### src/rtl/keypad_scan.sv
// keypad_scan: row-scanning 4x4 matrix keypad reader with press and release
// debounce. Emits a one-cycle flag with a 4-bit key code per debounced press.
// Handshake: flag is a single-cycle valid with no ready; press_num is
// qualified by flag and holds its value until the next accepted press.
module keypad_scan #(
    parameter int CLK_HZ      = 50_000_000,
    parameter int SCAN_HZ     = 1000,
    parameter int DEBOUNCE_MS = 20
) (
    input  logic       clk,
    input  logic       rst,
    input  logic [3:0] key_col,
    output logic [3:0] key_row,
    output logic       flag,
    output logic [3:0] press_num,
    output logic       key_held
);

    localparam int SCAN_TICKS = CLK_HZ / SCAN_HZ;
    localparam int DEB_TICKS  = (CLK_HZ / 1000) * DEBOUNCE_MS;
    localparam int SCAN_W     = (SCAN_TICKS > 1) ? $clog2(SCAN_TICKS) : 1;
    localparam int DEB_W      = (DEB_TICKS > 1) ? $clog2(DEB_TICKS) : 1;

    localparam logic [SCAN_W-1:0] SCAN_LAST = SCAN_W'(SCAN_TICKS - 1);
    localparam logic [DEB_W-1:0]  DEB_LAST  = DEB_W'(DEB_TICKS - 1);

    typedef enum logic [1:0] {
        SCAN      = 2'd0,
        DEB_PRESS = 2'd1,
        HELD      = 2'd2,
        DEB_REL   = 2'd3
    } state_t;

    // Kept as a plainly named register so checkers can bind to it.
    state_t            state;
    logic [3:0]        col_m;
    logic [3:0]        col_s;
    logic [3:0]        snap;
    logic [SCAN_W-1:0] row_cnt;
    logic [DEB_W-1:0]  deb_cnt;

    // Translate the active row and the single low column into a key code.
    function automatic logic [3:0] key_code(input logic [3:0] row, input logic [3:0] col);
        logic [1:0] r;
        logic [1:0] c;
        logic [3:0] code;
        r = 2'd3;
        c = 2'd3;
        code = 4'd0;
        case (row)
            4'b1110: r = 2'd0;
            4'b1101: r = 2'd1;
            4'b1011: r = 2'd2;
            default: r = 2'd3;
        endcase
        case (col)
            4'b1110: c = 2'd0;
            4'b1101: c = 2'd1;
            4'b1011: c = 2'd2;
            default: c = 2'd3;
        endcase
        case ({r, c})
            4'h0: code = 4'd1;
            4'h1: code = 4'd2;
            4'h2: code = 4'd3;
            4'h3: code = 4'd10;
            4'h4: code = 4'd4;
            4'h5: code = 4'd5;
            4'h6: code = 4'd6;
            4'h7: code = 4'd11;
            4'h8: code = 4'd7;
            4'h9: code = 4'd8;
            4'hA: code = 4'd9;
            4'hB: code = 4'd12;
            4'hC: code = 4'd14;
            4'hD: code = 4'd0;
            4'hE: code = 4'd15;
            default: code = 4'd13;
        endcase
        return code;
    endfunction

    // Two-flop synchronizer; the raw column pins are used nowhere else.
    always_ff @(posedge clk or posedge rst) begin
        if (rst) begin
            col_m <= 4'b1111;
            col_s <= 4'b1111;
        end else begin
            col_m <= key_col;
            col_s <= col_m;
        end
    end

    // Scan / debounce FSM with registered outputs.
    always_ff @(posedge clk or posedge rst) begin
        if (rst) begin
            state     <= SCAN;
            key_row   <= 4'b1110;
            flag      <= 1'b0;
            press_num <= 4'd0;
            key_held  <= 1'b0;
            snap      <= 4'b1111;
            row_cnt   <= '0;
            deb_cnt   <= '0;
        end else begin
            flag <= 1'b0;
            case (state)
                SCAN: begin
                    if (col_s != 4'b1111) begin
                        // Freeze on the current row; the row counter simply stops.
                        snap    <= col_s;
                        deb_cnt <= '0;
                        state   <= DEB_PRESS;
                    end else if (row_cnt == SCAN_LAST) begin
                        row_cnt <= '0;
                        key_row <= {key_row[2:0], key_row[3]};
                    end else begin
                        row_cnt <= row_cnt + SCAN_W'(1);
                    end
                end
                DEB_PRESS: begin
                    if (col_s != snap) begin
                        // Bounce: rescan the same row from the start of its slot.
                        row_cnt <= '0;
                        state   <= SCAN;
                    end else if (deb_cnt == DEB_LAST) begin
                        // Multi-key chords in one row are swallowed silently.
                        if ($onehot(~snap)) begin
                            flag      <= 1'b1;
                            press_num <= key_code(key_row, snap);
                            key_held  <= 1'b1;
                        end
                        state <= HELD;
                    end else begin
                        deb_cnt <= deb_cnt + DEB_W'(1);
                    end
                end
                HELD: begin
                    if (col_s == 4'b1111) begin
                        deb_cnt <= '0;
                        state   <= DEB_REL;
                    end
                end
                default: begin // DEB_REL
                    if (col_s != 4'b1111) begin
                        deb_cnt <= '0;
                        state   <= HELD;
                    end else if (deb_cnt == DEB_LAST) begin
                        key_held <= 1'b0;
                        row_cnt  <= '0;
                        key_row  <= {key_row[2:0], key_row[3]};
                        state    <= SCAN;
                    end else begin
                        deb_cnt <= deb_cnt + DEB_W'(1);
                    end
                end
            endcase
        end
    end

endmodule
### config.mk
export PLATFORM = sky130hd
export DESIGN_NAME = keypad_scan
export DESIGN_NICKNAME = d
export VERILOG_FILES = /design/src/rtl/keypad_scan.sv
export SDC_FILE = /design/constraint.sdc
export NUM_CORES = 1
export LEC_CHECK = 0
export ABC_AREA = 0
export CAP_MARGIN = 0
export CORE_ASPECT_RATIO = 1.25
export CORE_UTILIZATION = 50
export CTS_CLUSTER_DIAMETER = 60
export CTS_CLUSTER_SIZE = 28
export DETAILED_ROUTE_END_ITERATION = 8
export GPL_TIMING_DRIVEN = 0
export PLACE_DENSITY = 0.66
export SKIP_CTS_REPAIR_TIMING = 1
export SLEW_MARGIN = 20
export SYNTH_ARGS = -nofsm -noshare
export SYNTH_HDL_FRONTEND = slang
export SYNTH_SLANG_ARGS = --single-unit
### constraint.sdc
create_clock -name clk -period 3.09 [get_ports clk]
set_clock_uncertainty 0.1 [all_clocks]
set_input_delay 0.309 -clock clk [delete_from_list [all_inputs] [get_ports clk]]
set_output_delay 0.309 -clock clk [all_outputs]
set_load 0.005 [all_outputs]
==> results of run 1 <==
synthesized netlist by cell type, drive strengths merged (10+ instances only):
cell type and count:
nor2 25, o21ai 12, inv 19, nand3 16, ha 13, nand4 17, mux2 11, and3 16
nand2 28, or4 10, o211ai 11, dfstp 15, a21oi 18, dfrtp 45
power by group:
part | switching, uW | internal [uW] | total, uW | leakage [uW]
Sequential | 95.7 | 882 | 978 | 0.000781
Clock | 302 | 357 | 659 | 0.0000937
Combinational | 708 | 433 | 1140 | 0.000958
Total | 1110 | 1670 | 2780 | 0.00183
layout make-up:
cell class	instances	area, um2
plain buffers	13	98.8
clock buffers	15	176
clock inverters	1	5.00
fillers	653	2900
inverters	19	73.8
multi-input cells	276	1960
flip-flops and latches	60	1520
well taps	90	113
repair buffers	16	170
worst max-delay path: cells and delay by family, from the launching register on:
family / cells / cell delay (ps)
DFF: 1 / 610
adders and majority gates: 3 / 780
and+or+nand+nor: 2 / 800
AOI/OAI and AO/OA: 1 / 390
buffers and inverters: 1 / 60
per-stage QoR:
step                utilization (%)  instance area (um2)  setup slack [ps]  instances  total power [uW]
floorplan                         -                 3650               504        368              1850
global placement               55.8                 3910              97.3        473              2100
detailed placement             56.1                 3940               240        474              2120
CTS                            58.7                 4120               220        490              2800
global route                   58.7                 4120               122        490              2960
finish                         58.7                 4120               226        490              2780
kinds of logic after synthesis:
family,Yosys count,synth area share (%)
AO/OA/AOI/OAI,80,15.9
XOR/XNOR,10,2.60
adder cells (fa/ha/maj),14,5.00
buffers and inverters,32,4.66
flip-flops,60,41.6
multiplexers,16,5.21
AND/OR/NAND/NOR,156,25.0
final timing paths:
| check | to | cells after the start |
|---|---|---|
| max | press_num[0] | 7 |
| min | press_num[1] | 2 |
| max reg2reg | press_num[0] | 7 |
| min reg2reg | col_s[1] | 0 |
| max in group asynchronous | col_m[0] | 3 |
| min in group clk | col_s[1] | 0 |
per-layer routing:
| layer | vias to the layer above | global-route usage (%) | part of all wire, % |
|---|---|---|---|
| met2 | 42 | 36.9 | 49 |
| met1 | 1448 | 28.4 | 47 |
| met3 | 11 | 3.76 | 2.7 |
| li1 | 1448 | - | - |
| met4 | 0 | 8.40 | 1.6 |
| met5 | - | 0 | 0 |
registers in the layout, indices dropped and copies added (netlist names), 2 cells and up:
register	flops
deb_cnt	20
row_cnt	16
col_m	4
col_s	4
key_row	4
press_num	4
snap	4
state	2
==> flow_summary.yaml, run 1 <==
route:
  drt_iter0_drc: 177
  wl_per_cell_um: 15.8
  drtPass1Iterations: 4
  routed_wl_um: 7730
  drtAntennaViolNets: 0
  viasPerCell: 6.02
  num_vias: 2949
  drc_errors: 0
setup_path:
  crit_chain: "fa_1 > inv_1 > ha_1 > ha_1 > nor4bb_1 > nand4bb_1 > o31a_1"
  r2r_slack_ps: 230
  cp.required_ps: 3210
  cp_max_fo: 7
  cp-startpoint: "snap[1]"
  cpPeakStageDelay_ps: 610
  cp-end-kind: "register"
  r2r_start: "snap[1]"
  crit_slowest_cell: "dfstp_2"
  worstPathArrival_ps: 2980
  worstSetupStartpointType: "register"
  worstSetupPathType: "register to register"
  cpMostUsedCell: "ha_1"
logic_synthesis:
  synthCells: 368
  post_synth.cell_area_avg_um2: 9.92
  synth_area_leaders: "dfrtp_1 (31%), dfstp_2 (11%), ha_1 (4.5%)"
  synth_top_area_cell: "dfrtp_1"
  netlist.area_leader.share_pct: 30.8
  synth_nets: 388
  ys.flop_type: "dfrtp_1"
  synth_cell_type_count: 64
  ys_seq_area_share_pct: 41.6
  async_flop_share_pct: 100
  synth_edf_count: 0
  synth.cell_area_mm2: 0.00365
  yosysWarnings: 0
  synth_seq_cells: 60
final_layout:
  layout-drive-gt1-share_pct: 14.2
  diodes: 0
  syn_to_final_growth_pct: 12.8
  mostFrequentLayoutCells: "dfrtp_1 (45), nand2_1 (27), nor2_1 (24), a21oi_1 (18), inv_1 (18)"
  final_common_cell: "dfrtp_1"
  final_nets: 415
die:
  row_count: 34
  ios: 16
  die_x_um: 78.4
  core_area_mm2: 0.00702
  die-area_mm2: 0.00765
  die_h_um: 97.5
  start_util_pct: 52.0
pwr:
  worst_ir_drop_vdd_mv: 0.452
  leakagePower_uw: 0.00183
  power_density_mw_per_mm2: 675
global_route:
  global_route.overflow_total: 0
  grt_pass1_vias: 2821
  antenna_found_initial: 0
  grt_start_max_net_pins: 35
  grt_pass1_wl_um: 13300
  track_usage_pct: 22.1
timing:
  tns_ps: 0
  final_max_slew_viol_count: 0
  tightest_slew_ps: 771
  min_period_over_period_pct: 92.7
  fin_hold_ws_ps: 199
  fin_crit_ps: 2860
  hold_viol: 0
  max-slew-margin-rel_pct: 48.6
  setup_viol: 0
  max_freq_mhz: 349
  rsz0062_at_grt: "no"
placement:
  place.gp.congestion: 0.789
  hpwl_um: 5430
  port_buffers: 15
clocking:
  cts_tree: "built"
  h-tree-depth: 3
  cts_made_buffers: 9
  cts_sinks: 60
  insertion_delay_ps: 340
  clkTransAtPathRegs_ps: 70
  root_buffer: "clkbuf_8"
  cts.path.max_buffers: 2
job:
  drv_cap: 0
hold_path:
  hold_class: "primary input to async pin"
status:
  status: "complete, no violations"
Note: power is estimated with default switching activity, not from simulation.
==> run 2: changes to the inputs <==
--- a/config.mk
+++ b/config.mk
@@ -6,8 +6,9 @@
 export NUM_CORES = 1
 export LEC_CHECK = 0
 export ABC_AREA = 0
-export CAP_MARGIN = 0
+export CAP_MARGIN = 20
 export CORE_ASPECT_RATIO = 1.25
+export CORE_MARGIN = 4
 export CORE_UTILIZATION = 50
 export CTS_CLUSTER_DIAMETER = 60
 export CTS_CLUSTER_SIZE = 28
==> run 2 against run 1 <==
  * Critical path depth did not move
  * Register-to-register slack improved by 80 ps
  * Die area rose by 14%
  * Clock power fell by 7.4%
  * Final area fell by 0.27%
  * Cell count did not move
  * Largest cell class unchanged
  * Largest power group unchanged
==> flow_summary.yaml, run 2 (same netlist as run 1, synthesis figures left out) <==
route:
  wl_per_cell_um: 15.9
  routed_wl_um: 7800
  drtPass1Iterations: 4
  drtAntennaViolNets: 0
  drc_errors: 0
  viasPerCell: 5.96
  num_vias: 2922
  drt_iter0_drc: 132
die:
  start_util_pct: 52.0
  die_h_um: 104
  ios: 16
  die-area_mm2: 0.00874
  row_count: 34
  core_area_mm2: 0.00702
  die_x_um: 84.4
pwr:
  worst_ir_drop_vdd_mv: 0.480
  power_switching_share_pct: 40.1
  power.internal_uw: 1640
  power_density_mw_per_mm2: 665
  switchingPower_uw: 1090
  comb_power_share_pct: 41.9
  p_seq_share_pct: 35.8
  leakagePower_uw: 0.00183
  power_frac_clock_pct: 22.3
setup_path:
  worstSetupPathType: "register to register"
  cp-end-kind: "register"
  worstPathArrival_ps: 2900
  worstSetupStartpointType: "register"
  cp.required_ps: 3200
  cp_max_fo: 7
global_route:
  grt_pass1_vias: 2912
  grt_pass1_wl_um: 13800
  track_usage_pct: 19.2
  global_route.overflow_total: 0
  antenna_found_initial: 0
  grt_start_max_net_pins: 34
job:
  drv_cap: 0
timing:
  max-slew-margin-rel_pct: 49.1
  fin_hold_ws_ps: 210
  tightest_slew_ps: 764
  tns_ps: 0
  hold_viol: 0
  rsz0062_at_grt: "no"
  layout_setup_ws_ps: 307
  fin_crit_ps: 2780
  min_period_over_period_pct: 90.1
  final_max_slew_viol_count: 0
  setup_viol: 0
  max_freq_mhz: 359
final_layout:
  largest_reg_flops: 20
  reg.largest.list: "deb_cnt (20), row_cnt (16)"
  syn_to_final_growth_pct: 12.5
  final_nets: 415
  layout-drive-gt1-share_pct: 14.5
  utilization_pct: 58.5
  final_common_cell: "dfrtp_1"
  mostFrequentLayoutCells: "dfrtp_1 (45), nand2_1 (27), nor2_1 (24), a21oi_1 (18), inv_1 (18)"
  top_register: "deb_cnt"
  diodes: 0
clocking:
  cts_sinks: 60
  cts_made_buffers: 9
  insertion_delay_ps: 340
  clkTransAtPathRegs_ps: 70
  h-tree-depth: 3
  root_buffer: "clkbuf_8"
  cts.path.max_buffers: 2
  cts_tree: "built"
status:
  status: "complete, no violations"
placement:
  place.gp.congestion: 0.841
  pre_cts_ws_ps: 210
  port_buffers: 15
  hpwl_um: 5510
hold_path:
  hold_class: "primary input to async pin"
[run 2: cell count changes in the layout (fill, tap and decap cells not counted)]
cell	before	now
clkbuf_8	14	12
clkinv_2	1	3
nor4bb_1	1	0
nor4bb_2	0	1
[run 2: layout make-up]
class	count	area (um2)
fill	623	2910
multi-input combinational	276	1970
sequential	60	1520
timing repair buffer	16	170
clock buffer	13	149
tap	90	113
buffer	13	98.8
inverter	19	73.8
clock inverter	3	15.0
[run 2: stage by stage]
step           power (uW)  instances  cell area [um2]
2_1_floorplan        1850        368             3650
3_3_place_gp         2090        473             3910
3_5_place_dp         2120        474             3940
4_1_cts              2750        490             4100
5_1_grt              2960        490             4110
6_report             2730        490             4110
[run 2: routing by layer]
metal  global-route usage [%]  wire length (um)  vias to the layer above
li1                         -                 -                     1444
met1                     24.6              3570                     1410
met2                     31.2              3860                       57
met3                     4.53               255                       11
met4                     8.03               123                        0
met5                        0                 0                        -
[run 2: path summary, 6_finish.rpt]
kind / from / endpoint / slack (ps) / depth (start not counted)
min in group clk: col_m[1] / col_s[1] / 250 / 0
worst min register to register: col_m[1] / col_s[1] / 250 / 0
max in group asynchronous: rst / snap[1] / 2120 / 3
worst min-delay path: rst / press_num[2] / 210 / 2
worst max-delay path: snap[1] / press_num[0] / 310 / 7
worst max register to register: snap[1] / press_num[0] / 310 / 7
[run 2: critical path, cell delays in order (launching register included)]
cell and delay (ps):
dfstp_2 600, fa_1 430, inv_1 60, ha_1 130, ha_1 230, nor4bb_2 390
nand4bb_1 330, o31a_1 390
[run 2: power groups by stage]
stage	Clock [uW]	Combinational, uW	Sequential (uW)
2_1_floorplan	0	882	967
3_3_place_gp	0	1110	987
3_5_place_dp	0	1130	991
4_1_cts	641	1140	977
5_1_grt	674	1300	991
6_report	610	1140	976
==> run 3: changes to the inputs <==
--- a/config.mk
+++ b/config.mk
@@ -14,6 +14,7 @@
 export CTS_CLUSTER_SIZE = 28
 export DETAILED_ROUTE_END_ITERATION = 8
 export GPL_TIMING_DRIVEN = 0
+export MAX_ROUTING_LAYER = met4
 export PLACE_DENSITY = 0.66
 export SKIP_CTS_REPAIR_TIMING = 1
 export SLEW_MARGIN = 20
==> run 3 against run 2 <==
  * Clock-buffer cell count is the same
  * Register-to-register slack about the same
  * Routed wire length fell by 0.33%
  * Maximum frequency is 0.12% lower
==> flow_summary.yaml, run 3 (same netlist as run 1, synthesis figures left out) <==
status:
  status: "complete, no violations"
die:
  ios: 16
  start_util_pct: 52.0
  die_h_um: 104
  row_count: 34
  core_area_mm2: 0.00702
  die-area_mm2: 0.00874
  die_x_um: 84.4
setup_path:
  worstSetupPathType: "register to register"
  cpPeakStageDelay_ps: 600
  worstPathArrival_ps: 2900
  crit_chain: "fa_1 > inv_1 > ha_1 > ha_1 > nor4bb_2 > nand4bb_1 > o31a_1"
  cp-end-kind: "register"
  cp_max_fo: 7
  crit_slowest_cell: "dfstp_2"
  cp.required_ps: 3200
  cpMostUsedCell: "ha_1"
  worstSetupStartpointType: "register"
placement:
  place.gp.congestion: 0.854
  hpwl_um: 5510
  port_buffers: 15
  place_area_mm2: 0.00394
  dp.cells: 474
final_layout:
  num-fill-cells: 623
  final_common_cell: "dfrtp_1"
  reg.largest.list: "deb_cnt (20), row_cnt (16)"
  top_register: "deb_cnt"
  mostFrequentLayoutCells: "dfrtp_1 (45), nand2_1 (27), nor2_1 (24), a21oi_1 (18), inv_1 (18)"
  final_nets: 415
  final_area_mm2: 0.00411
  syn_to_final_growth_pct: 12.5
  diodes: 0
  final_cells: 490
  largest_reg_flops: 20
  utilization_pct: 58.5
  layout-drive-gt1-share_pct: 14.5
route:
  drtPass1Iterations: 4
  drtAntennaViolNets: 0
  wl_per_cell_um: 15.9
  drc_errors: 0
  drt_iter0_drc: 145
  routed_wl_um: 7780
  viasPerCell: 5.97
  num_vias: 2923
timing:
  max-slew-margin-rel_pct: 49.7
  tns_ps: 0
  setup_viol: 0
  hold_viol: 0
  max_freq_mhz: 359
  tightest_slew_ps: 755
  fin_crit_ps: 2790
  fin_hold_ws_ps: 209
  final_max_slew_viol_count: 0
  rsz0062_at_grt: "no"
  min_period_over_period_pct: 90.2
job:
  drv_cap: 0
clocking:
  h-tree-depth: 3
  clkTransAtPathRegs_ps: 70
  insertion_delay_ps: 340
  cts.path.max_buffers: 2
  cts_sinks: 60
  cts_tree: "built"
  cts_made_buffers: 9
  root_buffer: "clkbuf_8"
pwr:
  leakagePower_uw: 0.00183
  power_density_mw_per_mm2: 664
  worst_ir_drop_vdd_mv: 0.479
global_route:
  grt_start_max_net_pins: 34
  global_route.overflow_total: 0
  antenna_found_initial: 0
  grt_pass1_vias: 2918
  grt_pass1_wl_um: 13800
  track_usage_pct: 19.8
hold_path:
  hold_class: "primary input to async pin"
## run 3: cell counts in the layout (fill, tap and decap cells not counted)
No cell type changed its count.
## run 3: power by group
part / switching, uW / total, uW / internal [uW]
combinational: 697 / 1140 / 445
sequential: 94.2 / 976 / 882
clock: 298 / 607 / 310
total: 1090 / 2730 / 1640
## run 3: worst max-delay path: cells and delay by family, from the launching register on
kind | cells | cell delay (ps)
flops | 1 | 600
fa+ha+maj | 3 | 790
compound gates | 1 | 390
simple gates | 2 | 730
buf+inv | 1 | 60
## run 3: final timing paths
| check | start | endpoint | slack (ps) | cells past startpoint |
|---|---|---|---|---|
| max | snap[1] | press_num[0] | 300 | 7 |
| min | rst | press_num[2] | 210 | 2 |
| max reg2reg | snap[1] | press_num[0] | 300 | 7 |
| min reg2reg | col_m[1] | col_s[1] | 250 | 0 |
| max in group asynchronous | rst | snap[1] | 2120 | 3 |
| min in group clk | col_m[1] | col_s[1] | 250 | 0 |
## run 3: through the flow
step | total power, uW | setup WS, ps
2_1_floorplan | 1850 | 504
3_3_place_gp | 2090 | 95.4
3_5_place_dp | 2120 | 210
4_1_cts | 2750 | 195
5_1_grt | 2960 | 86.3
6_report | 2730 | 304
## run 3: per-layer routing
layer | track usage, % | share of wire, % | up-vias
met1 | 24.6 | 45 | 1410
met5 | - | 0 | -
li1 | - | - | 1448
met2 | 31.2 | 50 | 55
met4 | 8.03 | 1.6 | 0
met3 | 4.53 | 3.4 | 10
## run 3: cell type report
cell class / instances / area, um2 / share of cell area, %
Buffer: 13 / 98.8 / 2.41
Clock buffer: 13 / 149 / 3.63
Clock inverter: 3 / 15.0 / 0.366
Inverter: 19 / 73.8 / 1.80
Multi-Input combinational cell: 276 / 1970 / 47.9
Sequential cell: 60 / 1520 / 37.0
Tap cell: 90 / 113 / 2.74
Timing Repair Buffer: 16 / 170 / 4.14
